===== config.mk =====
export PLATFORM = sky130hd
export DESIGN_NAME = if_stage
export DESIGN_NICKNAME = d
export VERILOG_FILES = /design/src/rtl/if_stage.sv
export SDC_FILE = /design/constraint.sdc
export NUM_CORES = 1
export LEC_CHECK = 0
export ABC_AREA = 1
export ABC_CLOCK_PERIOD_IN_PS = 1300
export BUFFER_PORTS_ARGS = -buffer_cell sky130_fd_sc_hd__clkbuf_2
export CORE_MARGIN = 5
export CORE_UTILIZATION = 44
export DETAILED_ROUTE_END_ITERATION = 8
export PLACE_DENSITY_LB_ADDON = 0.2
export RECOVER_POWER = 50
export REMOVE_ABC_BUFFERS = 1
export SYNTH_ARGS = -nofsm -noshare
export SYNTH_HDL_FRONTEND = slang
export SYNTH_SLANG_ARGS = --single-unit

===== constraint.sdc =====
create_clock -name clk -period 1.3 [get_ports clk]
set_input_delay 0.39 -clock clk [delete_from_list [all_inputs] [get_ports clk]]
set_output_delay 0.39 -clock clk [all_outputs]
set_load 0.05 [all_outputs]

===== src/rtl/if_stage.sv =====
// Instruction-fetch stage with IF/ID pipeline register and op/funct field taps.
// Optional macro BRANCH_DELAY_SLOT_EN: the instruction in IF at redirect executes as a delay slot.
module if_stage #(
    parameter logic [31:0] PC_RESET = 32'h0000_0000,
    parameter int          IMEM_AW  = 10
) (
    input  logic               clk,
    input  logic               rst,
    input  logic               stall,
    input  logic               redirect,
    input  logic [31:0]        redirect_pc,
    output logic [IMEM_AW-1:0] imem_addr,
    input  logic [31:0]        imem_rdata,
    output logic [31:0]        pc,
    output logic [31:0]        if_id_instr,
    output logic [31:0]        if_id_pc4,
    output logic               if_id_valid,
    output logic               op0,
    output logic               op1,
    output logic               op2,
    output logic               op3,
    output logic               op4,
    output logic               op5,
    output logic               ft0,
    output logic               ft1,
    output logic               ft2,
    output logic               ft3,
    output logic               ft4,
    output logic               ft5
);

    logic [31:0] pc_plus4;
    logic [31:0] target;

    assign pc_plus4  = pc + 32'd4;
    assign target    = {redirect_pc[31:2], 2'b00};
    assign imem_addr = pc[IMEM_AW+1:2];

`ifdef BRANCH_DELAY_SLOT_EN
    logic        pend_valid;
    logic [31:0] pend_pc;

    // NOTE: state registers use non-blocking assignments so every flop samples pre-edge values.
    always_ff @(posedge clk) begin
        if (rst) begin
            pc          <= PC_RESET;
            if_id_instr <= 32'h0;
            if_id_pc4   <= 32'h0;
            if_id_valid <= 1'b0;
            pend_valid  <= 1'b0;
            pend_pc     <= 32'h0;
        end else if (stall) begin
            // Delay slot not yet captured: park the target until the stall clears.
            if (redirect) begin
                pend_valid <= 1'b1;
                pend_pc    <= target;
            end
        end else begin
            if_id_instr <= imem_rdata;
            if_id_pc4   <= pc_plus4;
            if_id_valid <= 1'b1;
            pend_valid  <= 1'b0;
            if (redirect)        pc <= target;
            else if (pend_valid) pc <= pend_pc;
            else                 pc <= pc_plus4;
        end
    end
`else
    // NOTE: state registers use non-blocking assignments so every flop samples pre-edge values.
    always_ff @(posedge clk) begin
        if (rst) begin
            pc          <= PC_RESET;
            if_id_instr <= 32'h0;
            if_id_pc4   <= 32'h0;
            if_id_valid <= 1'b0;
        end else if (redirect) begin
            // Wrong-path fetch is squashed; an invalid slot always reads as the all-zero NOP.
            pc          <= target;
            if_id_instr <= 32'h0;
            if_id_pc4   <= 32'h0;
            if_id_valid <= 1'b0;
        end else if (!stall) begin
            pc          <= pc_plus4;
            if_id_instr <= imem_rdata;
            if_id_pc4   <= pc_plus4;
            if_id_valid <= 1'b1;
        end
    end
`endif

    assign op0 = if_id_instr[31];
    assign op1 = if_id_instr[30];
    assign op2 = if_id_instr[29];
    assign op3 = if_id_instr[28];
    assign op4 = if_id_instr[27];
    assign op5 = if_id_instr[26];
    assign ft0 = if_id_instr[5];
    assign ft1 = if_id_instr[4];
    assign ft2 = if_id_instr[3];
    assign ft3 = if_id_instr[2];
    assign ft4 = if_id_instr[1];
    assign ft5 = if_id_instr[0];

endmodule


After elaboration in Yosys (flattened, before gate mapping)

Cells that the tools add are included.

Register bits: 97
Bits of input ports: 68
Output and inout port bits: 119
Word-level logic and storage cells: 10

$add $sub $neg: 1
Eq/ne operators: 1
Mux-type cells: 2
Reduce and logical (&&, ||, !) cells: 1

Operator list:

| operator                | count |
|---|---|
| $mux W32                | 2 |
| $add A32 B3 Y32 const B | 1 |
| $ne A2 B1 Y1 const B    | 1 |
| $reduce_or A2 Y1        | 1 |

Logic depth before layout (Yosys ltp)

Depth after elaboration: 3
Gate-level depth with buffers: 9
Gate-level depth less buffers: 9

Least setup slack after synthesis

OpenSTA, ideal clock, no wires.

Path kind: reg-to-reg
From: register pc[3]
To: register if_id_pc4[20]
Library setup time: 0.115 ns
Arrival: 1.677 ns
Required time: 1.185 ns
Path slack: -0.492 ns
Stages on the path, launching flop included: 9
Path buffers: 0
Clock period less this slack: 1.792 ns
Cell sequence: dfxtp_1 ha_1 nand2_2 nor2_8 nand3_1 nor2_1 nand3_1 nand3_1 nand2_1

Cells in the longest elaborated chain, start to end: 1

Ends and longest elaborated chain:

| element                | line | text |
|---|---|---|
| start, declared        | 14   | `output logic [31:0] pc,` |
| start signal, assigned | 78   | `pc <= target;` |
| start signal, assigned | 83   | `pc <= pc_plus4;` |
| $add A32 B3 Y32        | 35   | `assign pc_plus4 = pc + 32'd4;` |
| end signal, assigned   | 85   | `if_id_pc4 <= pc_plus4;` |
| end, declared          | 16   | `output logic [31:0] if_id_pc4,` |

No other way between the ends.
A chain may end at the register's enable or synchronous reset.

Worst setup path after layout

From: register pc[10]
To: register if_id_pc4[27]

Same word-level chain as after synthesis.

==> impl_metrics.tcl <==
set metrics [dict create \
    status "finished, violations left" \
    violations "negative setup slack" \
    cts_tree "yes" \
    ctsLongestPathBuffers 2 \
    rows 36 \
    syn-cell-area_sq_mm 0.004481 \
    fin_nets 1002 \
    sequentialPowerShare_pct 39.8 \
    cts_made_buffers 9 \
    pwr-share-comb_pct 28.2 \
    min_path_type "input port to flop" \
    async_flop_share_pct 0 \
    p_int_mw 5.186 \
    pwr-share-clk_pct 32.0 \
    ys_ff_latch 93 \
    postPlaceCellArea_sq_mm 0.005816 \
    synthToLayoutAreaGrowth_pct 102.5 \
    track_usage_pct 32.52 \
    wl_um 27320 \
    crit_buf_inv 2 \
    layout-drive-gt1-share_pct 57.57 \
    crit_chain "buf_4 -> nand2_2 -> nor2_2 -> inv_2 -> nor2_8 -> nand4_1 -> nand3_2 -> nand2_1" \
    crit_arrival_ps 2120 \
    finalCritPeriodShare_pct 141.4 \
    gp_congestion 0.9385 \
    slew_headroom_pct 55.63 \
    finalHoldViolCount 0 \
    insertedDiodeCount 0 \
    die_y_um 110.9 \
    max_stage_delay_ps 370 \
    setup_viol 124 \
    fin_skew_ps 28.07 \
    ys.flop_type "dfxtp_1" \
    worstMarginPinSlew_ps 665.6 \
    portBuffers 180 \
    final_util_pct 92.00 \
    drv_slew 0 \
    setup_ws_ps -537.9 \
    power_density_mw_per_mm2 856.6 \
    swShare_pct 33.29 \
    first_global_vias 6172 \
    path_clk_slew_ps 120 \
    antenna_left 0 \
    synth-edff-count 0 \
    vdd_drop_max_mv 0.6145 \
    synth_cell_types 28 \
    antenna_found_initial 0 \
    netSwitchingPower_mw 2.588 \
    timing.fmax_ghz 0.5441 \
    leakage_nw 4.386 \
    critPathKind "flop to flop" \
    nFillCells 329 \
    drt_iter0_drc 996 \
    cts_hold_buffers 0 \
    cts_root_buffer "clkbuf_8" \
    stdcell_area_sq_mm 0.009075 \
    grt_max_degree 38 \
    layoutNonFillerInstCount 1071 \
    critPathTopFamily "simple AND/OR/NAND/NOR gates" \
    start_util_pct 45.42 \
    synth_seq_area_share_pct 41.55 \
    grt_pass1_wl_um 32300 \
    period_needed_ps 1838 \
    dpl.cell_count 986 \
    viasPerCell 6.110 \
    place_ws_ps -184.3 \
    rsz0062_at_grt "yes" \
    setup_tns_ps -18860 \
    die_width_um 110.9 \
    critical_path.slowest_cell "dfxtp_2" \
    yosys_warnings 0 \
    grt_overflow 0 \
    hold-worst-slack_ps 224.9 \
    clkLatencyLatePin_ps 390 \
    drt-pass1-iter-count 8 \
    vias 6544 \
    crit_required_ps 1580 \
    power.total_mw 7.774 \
    htreeDepth 3 \
    ios 187 \
    core_area_sq_mm 0.009864 \
    end_kind "flop" \
    cp-start-kind "flop" \
    netlist_instances 653 \
    drc_errors 0 \
    routedWlPerCell_um 25.51 \
    cp_max_fo 5 \
    dieArea_sq_mm 0.01230 \
    syn_avg_cell_area_sq_um 6.861 \
    cap_violations 0 \
    cts_sinks 93 \
    place_hpwl_um 10550 \
]
-- final timing paths --
check                     start             end  slack [ps]  depth (start not counted)
hold reg to reg   if_id_pc4[12]   if_id_pc4[12]         480                          2
hold / removal    imem_rdata[2]  if_id_instr[2]         220                          3
setup / recovery         pc[10]   if_id_pc4[27]        -540                          8
setup reg to reg         pc[10]   if_id_pc4[27]        -540                          8
-- cell families (layout without fill, tap and decap cells) --
group,after synthesis,count (layout),synth area share [%]
compound gates,77,77,8.964
xor+xnor,3,3,0.5865
fa+ha+maj,1,1,0.2792
buf+inv,100,381,11.14
flops,93,93,41.55
other cells,1,4,0.08370
simple gates,378,379,37.39
-- layer usage --
layer | vias to the layer above | global-route usage (%) | share of wire [%]
met4 | 0 | 20.53 | 11
met5 | - | 0 | 0
li1 | 2572 | - | -
met3 | 287 | 10.81 | 13
met2 | 700 | 55.46 | 45
met1 | 2985 | 34.37 | 32
-- registers in the layout, summed over array words and instances (netlist names) --
signal	flops
if_id_pc4	30
if_id_instr	32
pc	30
if_id_valid	1
-- power by group through the flow --
stage               registers [mW]  clock network, mW  logic, mW
floorplan                     3.61                  0      0.301
global route                  3.10               2.57       2.25
global placement              3.10                  0       1.30
detailed placement            3.11                  0       1.32
CTS                           3.06               2.39       1.92
finish                        3.09               2.49       2.19
-- layout by cell type, fill, tap and decap left out, drive strengths merged --
cell and count:
buf 190, ha 1, dfxtp 93, o21ai 37
inv 49, clkinv 3, a21oi 35, nand3 45
clkbuf 135, nand4 3, bufinv 3, o211ai 2
conb 4, nor2 46, xor2 3, and2 3
or2 1, nand2 281, clkinvlp 1, a22o 3
-- Yosys cell counts, types with 2 or more instances --
cell | number | area (sq um)
nand2_4 | 3 | 33.78
nor2_1 | 31 | 116.4
o21ai_1 | 7 | 35.03
o21ai_0 | 30 | 150.1
buf_2 | 4 | 20.02
and2_1 | 3 | 18.77
nor2_8 | 6 | 120.1
a21oi_1 | 35 | 175.2
nand2_2 | 5 | 31.28
o211ai_1 | 2 | 15.01
nor2_2 | 2 | 12.51
xor2_1 | 3 | 26.28
a22o_1 | 3 | 26.28
nand2_1 | 273 | 1025
inv_2 | 4 | 15.01
clkbuf_1 | 13 | 48.80
buf_1 | 2 | 7.510
nor2_4 | 6 | 67.56
nand3_1 | 45 | 225.2
buf_4 | 31 | 232.7
inv_1 | 44 | 165.2
nand4_1 | 3 | 18.77
dfxtp_1 | 93 | 1862
-- timing repair --
action	4_1_cts	5_1_grt
gates cloned	1	0
setup endpoints to repair	161	168
pin swaps	33	62
buffers inserted	43	29
gates resized for setup	449	173
-- worst min-delay path: cells and delay by family --
family	cells	cell delay, ps
AO/OA/AOI/OAI	1	50
buffers and inverters	1	80
AND/OR/NAND/NOR	1	50
-- cell type report --
class / count / area, sq um / share of cell area (%)
repair buffers: 315 / 3866 / 42.60
multi-input cells: 464 / 2567 / 28.29
flip-flops and latches: 93 / 2043 / 22.51
inverters: 50 / 192.7 / 2.123
well taps: 133 / 166.4 / 1.834
clock buffers: 10 / 127.6 / 1.406
clock inverters: 6 / 111.4 / 1.227
Power figures use the tool's default switching activity.
